## src/rtl/vga_pkg.sv

```systemverilog
// Shared VGA definitions: default 640x480@60 timing, pixel/colour types and
// the 3-bit palette used by both the draw logic and the output stage.
package vga_pkg;

    localparam int H_ACTIVE_DEF = 640;
    localparam int H_FP_DEF     = 16;
    localparam int H_SYNC_DEF   = 96;
    localparam int H_BP_DEF     = 48;
    localparam int V_ACTIVE_DEF = 480;
    localparam int V_FP_DEF     = 10;
    localparam int V_SYNC_DEF   = 2;
    localparam int V_BP_DEF     = 33;

    typedef logic [2:0] rgb_t;
    typedef logic [9:0] coord_t;

    // Colour bits are ordered {red, green, blue}
    localparam rgb_t BLACK   = 3'b000;
    localparam rgb_t BLUE    = 3'b001;
    localparam rgb_t GREEN   = 3'b010;
    localparam rgb_t CYAN    = 3'b011;
    localparam rgb_t RED     = 3'b100;
    localparam rgb_t MAGENTA = 3'b101;
    localparam rgb_t YELLOW  = 3'b110;
    localparam rgb_t WHITE   = 3'b111;

    function automatic logic inWindow(coord_t c, coord_t lo, coord_t hi);
        return (c >= lo) && (c < hi);
    endfunction

endpackage

```

## src/rtl/vga_delay_line.sv

```systemverilog
// Enable-gated shift register that lines up sync/active flags with the
// draw logic's colour latency; depth 0 degenerates to a wire.
module vga_delay_line #(
    parameter int WIDTH = 3,
    parameter int DEPTH = 1
) (
    input  logic             i_clk,
    input  logic             i_rst_n,
    input  logic             i_en,
    input  logic [WIDTH-1:0] i_d,
    output logic [WIDTH-1:0] o_q
);

    generate
        if (DEPTH == 0) begin : g_pass
            assign o_q = i_d;
        end else begin : g_shift
            logic [WIDTH-1:0] r_stage [DEPTH];

            always_ff @(posedge i_clk) begin
                if (!i_rst_n) begin
                    for (int i = 0; i < DEPTH; i++) r_stage[i] <= '0;
                end else if (i_en) begin
                    r_stage[0] <= i_d;
                    for (int i = 1; i < DEPTH; i++) r_stage[i] <= r_stage[i-1];
                end
            end

            assign o_q = r_stage[DEPTH-1];
        end
    endgenerate

endmodule

```

## src/rtl/vga_output_stage.sv

```systemverilog
// VGA timing generator and output register stage: produces pixel coordinates
// for the draw logic and emits blanked colour with latency-matched syncs.
module vga_output_stage
    import vga_pkg::*;
#(
    parameter int H_ACTIVE = H_ACTIVE_DEF,
    parameter int H_FP     = H_FP_DEF,
    parameter int H_SYNC   = H_SYNC_DEF,
    parameter int H_BP     = H_BP_DEF,
    parameter int V_ACTIVE = V_ACTIVE_DEF,
    parameter int V_FP     = V_FP_DEF,
    parameter int V_SYNC   = V_SYNC_DEF,
    parameter int V_BP     = V_BP_DEF,
    parameter int PIX_DIV  = 2,
    parameter int RGB_LAT  = 1
) (
    input  logic   i_clk,
    input  logic   i_rst_n,
    input  rgb_t   i_rgb_in,
    output logic   o_pix_tick,
    output coord_t o_pix_x,
    output coord_t o_pix_y,
    output logic   o_pix_valid,
    output logic   o_frame_start,
    output logic   o_hsync,
    output logic   o_vsync,
    output logic   o_blank_n,
    output rgb_t   o_rgb_out
);

    localparam int H_TOTAL = H_ACTIVE + H_FP + H_SYNC + H_BP;
    localparam int V_TOTAL = V_ACTIVE + V_FP + V_SYNC + V_BP;
    localparam int DIV_W   = (PIX_DIV > 1) ? $clog2(PIX_DIV) : 1;

    logic [DIV_W-1:0] r_div;
    coord_t r_hCnt, r_vCnt;
    logic   r_pixTick, r_frameStart, r_pixValid, r_hsync, r_vsync, r_blankN;
    coord_t r_pixX, r_pixY;
    rgb_t   r_rgbOut;

    logic   w_advance, w_hWrap, w_validNext, w_hsRaw, w_vsRaw;
    coord_t w_hNext, w_vNext;
    logic [2:0] w_dly;

    assign w_advance = (r_div == DIV_W'(PIX_DIV - 1));

    // Everything downstream is computed from the coordinate being entered on this advance
    always_comb begin
        w_hWrap = (r_hCnt == coord_t'(H_TOTAL - 1));
        w_hNext = w_hWrap ? '0 : r_hCnt + coord_t'(1);
        w_vNext = r_vCnt;
        if (w_hWrap) begin
            w_vNext = (r_vCnt == coord_t'(V_TOTAL - 1)) ? '0 : r_vCnt + coord_t'(1);
        end
        w_validNext = (w_hNext < coord_t'(H_ACTIVE)) && (w_vNext < coord_t'(V_ACTIVE));
        w_hsRaw = inWindow(w_hNext, coord_t'(H_ACTIVE + H_FP), coord_t'(H_ACTIVE + H_FP + H_SYNC));
        w_vsRaw = inWindow(w_vNext, coord_t'(V_ACTIVE + V_FP), coord_t'(V_ACTIVE + V_FP + V_SYNC));
    end

    vga_delay_line #(
        .WIDTH (3),
        .DEPTH (RGB_LAT)
    ) u_delay (
        .i_clk   (i_clk),
        .i_rst_n (i_rst_n),
        .i_en    (w_advance),
        .i_d     ({w_hsRaw, w_vsRaw, w_validNext}),
        .o_q     (w_dly)
    );

    // Counters start at the last position so the first advance lands on (0,0)
    always_ff @(posedge i_clk) begin
        if (!i_rst_n) begin
            r_div        <= '0;
            r_hCnt       <= coord_t'(H_TOTAL - 1);
            r_vCnt       <= coord_t'(V_TOTAL - 1);
            r_pixTick    <= 1'b0;
            r_frameStart <= 1'b0;
            r_pixValid   <= 1'b0;
            r_pixX       <= '0;
            r_pixY       <= '0;
            r_hsync      <= 1'b1;
            r_vsync      <= 1'b1;
            r_blankN     <= 1'b0;
            r_rgbOut     <= BLACK;
        end else begin
            r_div        <= w_advance ? '0 : r_div + DIV_W'(1);
            r_pixTick    <= w_advance;
            r_frameStart <= w_advance && (w_hNext == '0) && (w_vNext == '0);
            if (w_advance) begin
                r_hCnt     <= w_hNext;
                r_vCnt     <= w_vNext;
                r_pixValid <= w_validNext;
                r_pixX     <= w_validNext ? w_hNext : '0;
                r_pixY     <= w_validNext ? w_vNext : '0;
                r_hsync    <= ~w_dly[2];
                r_vsync    <= ~w_dly[1];
                r_blankN   <= w_dly[0];
                r_rgbOut   <= w_dly[0] ? i_rgb_in : BLACK;
            end
        end
    end

    assign o_pix_tick    = r_pixTick;
    assign o_frame_start = r_frameStart;
    assign o_pix_valid   = r_pixValid;
    assign o_pix_x       = r_pixX;
    assign o_pix_y       = r_pixY;
    assign o_hsync       = r_hsync;
    assign o_vsync       = r_vsync;
    assign o_blank_n     = r_blankN;
    assign o_rgb_out     = r_rgbOut;

endmodule

```

## config.mk

```make
export PLATFORM = sky130hd
export DESIGN_NAME = vga_output_stage
export DESIGN_NICKNAME = d
export VERILOG_FILES = /design/src/rtl/vga_pkg.sv /design/src/rtl/vga_delay_line.sv /design/src/rtl/vga_output_stage.sv
export SDC_FILE = /design/constraint.sdc
export NUM_CORES = 1
export LEC_CHECK = 0
export ABC_AREA = 1
export CORE_ASPECT_RATIO = 0.7
export CORE_MARGIN = 2
export CORE_UTILIZATION = 37
export DETAILED_ROUTE_END_ITERATION = 10
export SLEW_MARGIN = 30
export SYNTH_ARGS = -nofsm -noshare
export SYNTH_HDL_FRONTEND = slang
export SYNTH_SLANG_ARGS = --single-unit
```

## constraint.sdc

```tcl
create_clock -name i_clk -period 3.75 [get_ports i_clk]
set_clock_uncertainty 0.1 [all_clocks]
set_input_delay 0.5625 -clock i_clk [delete_from_list [all_inputs] [get_ports i_clk]]
set_output_delay 0.5625 -clock i_clk [all_outputs]
set_load 0.05 [all_outputs]
```

# Word level (Yosys, flattened, before mapping)
# Memory sizes are Yosys's and may differ from the RTL's.
# Cells that the tools add are included.
[totals]
regBits = 50
ramBits = 3
inputBits = 5
out_inout_bits = 29
memories = 1
[memory_table]
columns = ["memory", "depth", "word_bits", "read_ports", "rd_ports_with_merged_regs", "write_ports", "line_no", "rtl"]
rows = [
  ["u_delay.g_shift.r_stage", 1, 3, 1, 0, 1, "vga_delay_line.sv:18", "logic [WIDTH-1:0] r_stage [DEPTH];"],
]
[classes]
add_sub_neg = 3
n_lt_le_gt_ge = 6
n_eq_ne = 2
muxes = 12
bitwise = 3
n_reduce_logical = 9
[ops]
columns = ["operator", "n"]
rows = [
  ["two-way mux 10 bit", 5],
  ["adder 10 x 1 -> 10 bit, second input constant", 2],
  ["equality test 10 bit, second input constant", 2],
  ["zero test 10 bit", 2],
  ["less-than comparator 10 bit, second input constant", 2],
  ["less-than comparator 10 x 9 -> 1 bit, second input constant", 2],
  ["greater-or-equal comparator 10 bit, second input constant", 1],
  ["greater-or-equal comparator 10 x 9 -> 1 bit, second input constant", 1],
  ["two-way mux 3 bit", 2],
  ["logical AND 1 bit", 5],
  ["two-way mux 1 bit", 5],
  ["NOT 1 bit", 3],
  ["OR reduction 3 bit", 1],
  ["OR reduction 2 bit", 1],
  ["adder 1 bit, second input constant", 1],
]

# Depth between registers and ports, before layout
[depth]
depth_word = 6
ltp_mapped = 14
depth_no_buf = 13

# Modules after synthesis
# From an unflattened synthesis, not the netlist that was laid out.
[unflattened]
cells_unflattened = 358
hier_area_um2 = 2683.8
[by_module_without_submodules]
columns = ["mod", "n_inst", "cells_per_inst", "area_each_um2", "seq_area_each_um2"]
rows = [
  ["vga_output_stage", 1, 346, 2560.0, 1001.0],
  ["vga_delay_line", 1, 12, 123.9, 90.1],
]

# Worst setup path before layout
# Ideal clock, no wire load.
[synth_timing]
path_kind = "flip-flop to flip-flop"
start = "reg r_hCnt[1]"
end = "mem u_delay.g_shift.r_stage[0][0] (data pin)"
setup_ns = 0.250
arrival_ns = 1.673
t_required_ns = 3.400
slack_ns = 1.727
stages_incl_launch_ff = 15
path_buffers = 2
path_cell_list = "dfxtp_1 ha_1 nand2_2 nor2_4 nand4_4 buf_6 nand2_4 nand2_2 inv_2 nand2_1 nor2_2 nor2_4 buf_6 nand2_2 inv_1"
[synth_via]
elab_chain_cells = 5
[synth_rtl]
columns = ["item", "line_no", "rtl"]
rows = [
  ["from (decl)", "vga_output_stage.sv:36", "coord_t r_hCnt, r_vCnt;"],
  ["from (signal assigned)", "vga_output_stage.sv:75", "r_hCnt <= coord_t'(H_TOTAL - 1);"],
  ["from (signal assigned)", "vga_output_stage.sv:91", "r_hCnt <= w_hNext;"],
  ["adder 10 x 1 -> 10 bit / equality test 10 bit (equally long branches)", "vga_output_stage.sv:50, vga_output_stage.sv:49", ""],
  ["two-way mux 10 bit, on equally long branches", "vga_output_stage.sv:50, vga_output_stage.sv:52", ""],
  ["less-than comparator 10 bit / less-than comparator 10 x 9 -> 1 bit (equally long branches)", "vga_output_stage.sv:55", "w_validNext = (w_hNext < coord_t'(H_ACTIVE)) && (w_vNext < coord_t'(V_ACTIVE));"],
  ["logical AND 1 bit (*)", "vga_output_stage.sv:55", ""],
  ["two-way mux 3 bit (no line) (*)", "--", ""],
  ["to (decl)", "vga_delay_line.sv:18", ""],
]
# Mark *: on every way between the ends. The rest lies on a longest branch, timed or not.

# Final worst setup path
[layout_timing]
start = "reg r_hCnt[1]"
end = "reg r_pixX[4] (netlist: o_pix_x[4])"
[layout_via]
elab_chain_cells = 5
[layout_rtl]
columns = ["item", "line_no", "rtl"]
rows = [
  ["adder 10 x 1 -> 10 bit / equality test 10 bit (equally long branches)", "vga_output_stage.sv:50, vga_output_stage.sv:49", ""],
  ["two-way mux 10 bit, on equally long branches", "vga_output_stage.sv:50, vga_output_stage.sv:52", ""],
  ["less-than comparator 10 bit / less-than comparator 10 x 9 -> 1 bit (equally long branches)", "vga_output_stage.sv:55", ""],
  ["logical AND 1 bit", "vga_output_stage.sv:55", ""],
  ["two-way mux 10 bit (*)", "vga_output_stage.sv:94", "r_pixX <= w_validNext ? w_hNext : '0;"],
  ["to (signal assigned)", "vga_output_stage.sv:94", ""],
  ["to (decl)", "vga_output_stage.sv:38", "coord_t r_pixX, r_pixY;"],
]
# Marked as above.
# A chain may end at the register's enable or synchronous reset.

==> reports/qor.yml <==
status: "complete, no violations"
synthFlopType: "dfxtp_1"
finalSetupViolations: 0
path_clk_slew_ns: 0.12
slew_headroom: 0.567
cp-start-kind: "register"
htree_levels: 2
fin_util: 0.457
arrival_ns: 2.64
comb_power_share: 0.344
post-dp-hpwl_mm: 4.77
ys_async_sr_fraction: 0
yosysTopAreaCell: "dfxtp_1"
internal_power_w: 0.000897
fin_crit_sh: 0.657
regArea_um2: 1090
portBuffers: 33
hold_violations: 0
synth_edf_count: 3
area_growth_syn_to_layout_pct: 18.8
worstSetupPathType: "register to register"
period_minus_slack_ns: 2.46
seq_area_frac_synth: 0.416
synth_most_common_cell: "nand2_1"
p_switching_w: 0.000636
grt_antenna_before_repair: 0
timing.hold.ws_ns: 0.322
synth_top_area_share: 0.382
routedWlPerCell_um: 13.1
max_cap_violations: 0
p_sw_frac: 0.415
antenna_cells: 0
clkPwrFrac: 0.232
cts_root_buf: "clkbuf_8"
powerDensity_nw_per_um2: 492
p_total_w: 0.00153
drtAntennaViolNets: 0
drc: 0
clock_sinks: 53
cts_tree: "done"
ioPinCount: 34
leakage_nw: 1.40
cts_setup_buffers: 0
place.gp.congestion: 0.838
grt_usage: 0.174
first_pass_iters: 5
p_seq_frac: 0.423
fp.dieArea_um2: 7780
synth.avg_cell_area_um2: 7.12
post_cts_resized: 0
row_count: 25
fin_setup_tns_ns: 0
netlist_area_um2: 2620
clkLatencyLatePin_ns: 0.33
grt_pass1_wl_mm: 10.7
fillers: 724
dieWidth_um: 105
drtIter0Drc: 125
synth_seq_cells: 53
ys_top_cells_by_area: "dfxtp_1 38%, nand2_1 17%, inv_1 6.7%"
multiInputGateArea_um2: 1280
ys_top_cells_by_count: "116 x nand2_1, 50 x dfxtp_1, 47 x inv_1"
drive_above_1_share: 0.0777
postSynthCellCount: 368
syn_nets: 377
clk_path_buf_depth: 2
tightest_slew_ns: 0.645
start_util: 0.384
cts_hold_buf: 0
rsz0062_at_grt: "false"
ys_types: 34
cp-end-kind: "register"
finalNetCount: 407
vias_per_cell: 4.83
cts_buffers: 5
irDropWorstVdd_mv: 0.187
slew_viol_final: 0
grt_pass1_vias: 2146
critPathMaxFanout: 20
num_vias: 2380
die_h_um: 74.4
fp.coreArea_um2: 6820
grt_max_degree: 31
hold_class: "register to register"
wirelength_mm: 6.48
timing.fmax_mhz: 406
yosys_warnings: 0
overflow: 0
cp.required_ns: 3.93
## cells in the final DEF, fill, tap and decap left out, drive strengths merged
cell type      instances
a21oi                  3
a22o                   1
a22oi                  5
a32o                   3
buf                    2
clkbuf                 5
clkdlybuf4s50         33
clkinv                 2
dfxtp                 50
edfxtp                 3
ha                     4
inv                   50
nand2                120
nand3                 42
nand4                  7
nor2                  40
nor3                   4
o21a                   1
o21ai                  8
o21bai                 1
o22a                   1
o22ai                 12
xor2                   2
## state kept, by name, indices dropped and copies added, names as in the netlist, 3 cells and up
signal / cells
o_pix_x: 10
o_pix_y: 10
o_rgb_out: 3
r_hCnt: 10
r_vCnt: 10
u_delay.g_shift.r_stage: 3
## worst paths after layout
| path | from | end | slack, ns | depth (start not counted) |
|---|---|---|---|---|
| setup reg to reg | r_hCnt[1] | o_pix_x[4] | 1.29 | 13 |
| hold / removal | u_delay.g_shift.r_stage[0][1] | o_vsync | 0.32 | 1 |
| setup / recovery | r_hCnt[1] | o_pix_x[4] | 1.29 | 13 |
| hold reg to reg | u_delay.g_shift.r_stage[0][1] | o_vsync | 0.32 | 1 |
## stage by stage
stage / worst slack (ns) / instance area [µm²] / instances
floorplan: 1.73 / 2620 / 368
global placement: 1.00 / 3020 / 485
detailed placement: 0.969 / 3020 / 485
CTS: 1.31 / 3110 / 493
global route: 1.10 / 3110 / 493
finish: 1.29 / 3110 / 493
## area by class of cell
class                   instances  share of cell area
inverters                      49              0.0591
clock buffers                   5              0.0221
well taps                      94              0.0378
flip-flops and latches         53               0.350
multi-input cells             254               0.410
repair buffers                 35               0.111
clock inverters                 3             0.00924
## critical path, cell delays in order, from the launching register on
cell,delay [ns]
dfxtp_1,0.44
ha_1,0.21
nand2_2,0.11
nor2_4,0.16
nand3_1,0.10
nor2_2,0.19
nand2_1,0.14
nand2_2,0.11
inv_2,0.04
nand2_1,0.06
nor2_2,0.06
nor2_4,0.39
nand3_1,0.18
nand2_1,0.10
## power by group through the flow
stage          registers [W]  logic [W]  clock network (W)
2_1_floorplan       0.000702   0.000369                  0
3_3_place_gp        0.000660   0.000518                  0
3_5_place_dp        0.000660   0.000520                  0
4_1_cts             0.000648   0.000523           0.000363
5_1_grt             0.000655   0.000583           0.000388
6_report            0.000649   0.000528           0.000356
## per-layer routing
metal | vias to the layer above | track usage | routed length [µm]
met3 | 7 | 0.0456 | 394
met4 | 0 | 0.0326 | 46
li1 | 1243 | - | -
met2 | 69 | 0.227 | 2320
met1 | 1061 | 0.278 | 3710
met5 | - | 0 | 0
## cell families (layout without fill, tap and decap cells)
group                      Yosys count  in the layout  synth area share
buffers and inverters               61             92            0.0974
and+or+nand+nor                    213            213             0.367
adders and majority gates            4              4            0.0191
AOI/OAI and AO/OA                   35             35            0.0936
DFF                                 53             53             0.416
xor gates and xnor gates             2              2           0.00668
(Power assumes the default switching activity.)
